$ cat src/rtl/riscv_defs_pkg.sv
// riscv_defs: constants shared by the fetch unit and control_unit.
package riscv_defs;
    localparam logic [31:0] NOP         = 32'h0000_0013;
    localparam int          INSTR_BYTES = 4;
    localparam logic [1:0]  ALIGN_MASK  = 2'b11;
    localparam logic [6:0]  OP_LUI      = 7'b0110111;
    localparam logic [6:0]  OP_AUIPC    = 7'b0010111;
    localparam logic [6:0]  OP_JAL      = 7'b1101111;
    localparam logic [6:0]  OP_JALR     = 7'b1100111;
    localparam logic [6:0]  OP_BRANCH   = 7'b1100011;
    localparam logic [6:0]  OP_LOAD     = 7'b0000011;
    localparam logic [6:0]  OP_STORE    = 7'b0100011;
    localparam logic [6:0]  OP_IMM      = 7'b0010011;
    localparam logic [6:0]  OP_REG      = 7'b0110011;

    function automatic logic is_misaligned(input logic [1:0] a);
        return (a & ALIGN_MASK) != 2'b00;
    endfunction
endpackage

$ cat src/rtl/instruction_fetch_unit.sv
// instruction_fetch_unit: PC holder that fetches over req/ready and delivers to decode over valid/ready.
module instruction_fetch_unit
    import riscv_defs::*;
#(
    parameter int                  WORDSIZE         = 64,
    parameter int                  INSTRUCTION_SIZE = 32,
    parameter logic [WORDSIZE-1:0] RESET_PC         = '0
) (
    input  logic                        clk,
    input  logic                        rst,
    output logic                        imem_req,
    output logic [WORDSIZE-1:0]         imem_addr,
    input  logic [INSTRUCTION_SIZE-1:0] imem_rdata,
    input  logic                        imem_ready,
    output logic [INSTRUCTION_SIZE-1:0] if_instruction,
    output logic [WORDSIZE-1:0]         if_pc,
    output logic                        if_valid,
    input  logic                        id_ready,
    input  logic                        branch_taken,
    input  logic [WORDSIZE-1:0]         branch_target,
    output logic                        if_fault,
    output logic [WORDSIZE-1:0]         if_count
);
    typedef enum logic [1:0] {BOOT, FETCH, DELIVER, FAULT} state_t;

    state_t                      r_state, w_next;
    logic [WORDSIZE-1:0]         r_pc, w_pc, r_if_pc, r_count;
    logic [INSTRUCTION_SIZE-1:0] r_instr;
    logic                        w_cap, w_deliver, w_misalign;

    assign w_misalign = is_misaligned(branch_target[1:0]);
    assign w_deliver  = (r_state == DELIVER) && id_ready;

    // A redirect overrides any same-cycle capture; delivery is still counted separately.
    always_comb begin
        w_next = r_state;
        w_pc   = r_pc;
        w_cap  = 1'b0;
        case (r_state)
            BOOT:    w_next = FETCH;
            FETCH: begin
                if (imem_ready) begin
                    w_next = DELIVER;
                    w_cap  = 1'b1;
                    w_pc   = r_pc + WORDSIZE'(INSTR_BYTES);
                end
            end
            DELIVER: w_next = id_ready ? FETCH : DELIVER;
            default: w_next = FAULT;
        endcase
        if (branch_taken && r_state != FAULT) begin
            w_cap  = 1'b0;
            w_next = w_misalign ? FAULT : FETCH;
            w_pc   = w_misalign ? r_pc : branch_target;
        end
    end

    always_ff @(posedge clk) begin
        if (rst) begin
            r_state <= BOOT;
            r_pc    <= RESET_PC;
            r_if_pc <= RESET_PC;
            r_instr <= INSTRUCTION_SIZE'(NOP);
            r_count <= '0;
        end else begin
            r_state <= w_next;
            r_pc    <= w_pc;
            if (w_cap) begin
                r_instr <= imem_rdata;
                r_if_pc <= r_pc;
            end
            if (w_deliver) r_count <= r_count + WORDSIZE'(1);
        end
    end

    assign imem_req       = (r_state == FETCH);
    assign imem_addr      = r_pc;
    assign if_valid       = (r_state == DELIVER);
    assign if_fault       = (r_state == FAULT);
    assign if_instruction = r_instr;
    assign if_pc          = r_if_pc;
    assign if_count       = r_count;
endmodule

$ cat config.mk
export PLATFORM = sky130hd
export DESIGN_NAME = instruction_fetch_unit
export DESIGN_NICKNAME = d
export VERILOG_FILES = /design/src/rtl/riscv_defs_pkg.sv /design/src/rtl/instruction_fetch_unit.sv
export SDC_FILE = /design/constraint.sdc
export NUM_CORES = 1
export LEC_CHECK = 0
export ABC_CLOCK_PERIOD_IN_PS = 2000
export BUFFER_PORTS_ARGS = -buffer_cell sky130_fd_sc_hd__buf_2
export CAP_MARGIN = 25
export CORE_MARGIN = 4
export CORE_UTILIZATION = 40
export CTS_BUF_LIST = sky130_fd_sc_hd__clkbuf_8 sky130_fd_sc_hd__clkbuf_16
export DETAILED_ROUTE_END_ITERATION = 8
export PLACE_DENSITY = 0.69
export SLEW_MARGIN = 20
export SYNTH_ARGS = -nofsm -noshare
export SYNTH_HDL_FRONTEND = slang
export SYNTH_SLANG_ARGS = --single-unit
$ cat constraint.sdc
create_clock -name clk -period 2 [get_ports clk]
set_input_delay 0.2 -clock clk [delete_from_list [all_inputs] [get_ports clk]]
set_output_delay 0.2 -clock clk [all_outputs]
set_load 0.05 [all_outputs]
==> results.md <==
- GR Util met2: 0.4354
- Cell Area, Placed: roughly 14000 um2
- Max-cap viol count: 0
- Largest net degree at the start of global routing: 76
- Commonest non-fill, non-tap cell in the layout: buf_2
- Area leader, netlist: dfxtp_1
- Busiest layer in global routing: met2
- Vias in the first global route: 12180
- WHS: 0.01443 ns
- Reg2Reg Setup Slack: -0.04 ns
- Crit path arrival time: 2.44 ns
- Reg2Reg Depth: 6
- Status: complete, but fails checks
- Grt met1 use: 0.3360
- Routing usage on met3: 0.06209
- Post-synth top area share: 0.4155
- Layout cells sized above 1: 0.3887
- Pwr Density: 693.6 nW/um2
- Root Driver: clkbuf_16
- Sequential fraction of the synthesis area: 0.4155
- Hold Path Depth: 3
- Synth Area in Adders: 0.002298
- Max_slew headroom: 0.5983
- Total CTS buffers: 27
- Total Power: 11.17 mW
- Setup TNS: -0.1633 ns
- DR WL/cell: 18.94 um
- Final min period: 2.036 ns
- Width of the chip: between 150 and 200 um
- Drt initial violations: between 1000 and 1500
- Most frequent cells in the layout: buf_2 (326), nand2_1 (275), a21oi_1 (168)
- Final non-filler cell area: 16100 um2
- Syn_nets: 1500
- Yosys cell types: 76
- Total Routing Usage GR: 0.2623
- TritonCTS clock tree: built
- Synth area leaders: dfxtp_1 (42%), nand2_1 (9.5%), a21oi_1 (8.2%)
- Max Clock Skew: 0.01245 ns
- # H-tree levels: 1
- Layout area overhead: 47.89%
- Initial Util: 0.4051
- Seq pwr share: 0.423
- DRC violations left: 0
- Routed WL: 42.53 mm
- Gate Count Post-Synth: 1397
- Die H: 173.0 um
- Post-synth EDFFs: 0
- Failing checks: negative setup slack
- Int Pwr: 7.981 mW
- Synth Area in Compound Gates: 0.2003
- Fin util: 0.5991
- YS warnings: 0
- Total gr overflow: 0
- Syn avg cell area: around 7.8 um2
- Detailed Routing Iterations Pass 1: 7
- CTS sink cnt: 226
- Placed cells: 2124
- Max Clock Freq: 491.1 MHz
- Synthesized area: 10890 um2
- Port Buffers: around 330
- Combinational power share: 0.145
- Register bit total from synthesis: around 230
- Clock share of power: 0.432
- Final Net Count: a little under 2000
- Detail Route Antenna Nets: 0
- Final Hold Vio Count: 0
- Hpwl dp: 29.84 mm
- XOR/XNOR share of the synthesized area: 0.02091
- Hold Crit Class: primary input to register
- RSZ-0062 raised after global routing: yes
- Synth Area in Simple Gates: 0.3145
- Setup ws final: -0.03636 ns
- Crit end category: register
- Max clock buf depth: 3
- Sw Share: 0.2854
- Fraction of registers with async set/reset: 0
- # rows: 60
- Period utilization: 1.018
- Filler cells: 2422
- Die area: between 20000 and 30000 um2
- Gpl congestion: 0.9514
- Startpoint Class: register
- Core Area: 26880 um2
- Vias per cell: 5.706
- Via count: ~13000
- Worst vdd ir: 0.6082 mV
- CP Max Fanout: 13
- First-pass GRT wire length: 66.10 mm
- Final setup viols: 8
- Worst skew pair latency: about 0.54 ns
- Setup CP Type: register to register
- Psw: 3.187 mW
- Multiplexer share of the synthesized area: 0.004712
- Num ports: between 300 and 400
- Largest family of logic cells by synthesized area: simple AND/OR/NAND/NOR gates
- Layout Cells excl Fill: ~2200
- Worst-path clk slew: 0.06 ns
- Worst-Margin Slew: 0.6025 ns
- Required time of the critical path: 2.40 ns
- DP Worst Slack: -0.1019 ns
- Main flop type after synthesis: dfxtp_1
- Antenna violations before repair: 4
- Final max-slew violation count: 0
- P_leak: about 6.7 nW
[layout make-up]
cell class                      count  area (um2)  share of cell area
Antenna cell                        3       7.507           0.0004662
Multi-Input combinational cell   1058        6237              0.3874
Clock buffer                       33       780.7             0.04849
Clock inverter                     16       96.34            0.005983
Sequential cell                   226        4828              0.2999
Timing Repair Buffer              558        3687              0.2290
Inverter                           10       37.54            0.002331
Tap cell                          341       426.7             0.02650
[metal layers]
metal  vias to the layer above  routed length, um
li1                       6078                  -
met4                         6               1483
met5                         -                 41
met3                        95               3525
met2                       561              19890
met1                      6069              17590
[synthesized netlist by cell type (13+ instances only)]
library cell and instances:
and3_1 37, nand3_1 71, clkbuf_1 81, nand4_1 50, nor2_1 75, and2_1 13, nor3_1 20, a21oi_1 178
buf_2 14, or3_1 29, a31oi_1 18, o21ai_0 40, or4_1 34, dfxtp_1 226, nand2_1 276, and4_1 14
xor2_1 22, o211ai_1 26, o31ai_1 23
[worst max-delay path, stage by stage (launching register included)]
cell,delay [ns]
dfxtp_4,0.34
and4_4,0.24
nand3_2,0.07
or4_4,0.56
bufbuf_16,0.31
o31ai_1,0.29
a21oi_2,0.09
[registers in the layout, summed over array words and instances, names as in the netlist]
name,cells
if_count,64
if_instruction,32
if_pc,64
imem_addr,64
r_state,2
[path summary, 6_finish.rpt]
kind                                         from       endpoint
worst max register to register       if_count[42]   if_count[51]
worst min-delay path            branch_target[46]  imem_addr[46]
worst min register to register          if_pc[12]      if_pc[12]
worst max-delay path                 if_count[42]   if_count[51]
[timing repair]
item,in CTS,in global routing
endpoints found under the hold margin,53,0
pin swaps,4,42
buffers inserted,0,20
resized for setup,12,61
gates cloned,1,3
setup endpoints to repair,37,52
hold buffers,45,0
[cells by family (layout without fill, tap and decap cells)]
logic type	Yosys count	after routing
multiplexers	5	5
XOR/XNOR	26	26
buffers and inverters	113	617
flip-flops	226	226
adder cells (fa/ha/maj)	2	2
AND/OR/NAND/NOR	667	667
AO/OA/AOI/OAI	358	358
other	0	3
[power groups by stage]
stage | clock network [mW] | registers (mW) | logic [mW]
after floorplan | 0 | 5.22 | 0.515
after global placement | 0 | 4.81 | 1.51
after detailed placement | 0 | 4.81 | 1.52
after CTS | 4.92 | 4.72 | 1.59
after global routing | 5.11 | 4.74 | 1.72
final | 4.83 | 4.72 | 1.62
Note: power is estimated with default switching activity, not from simulation.
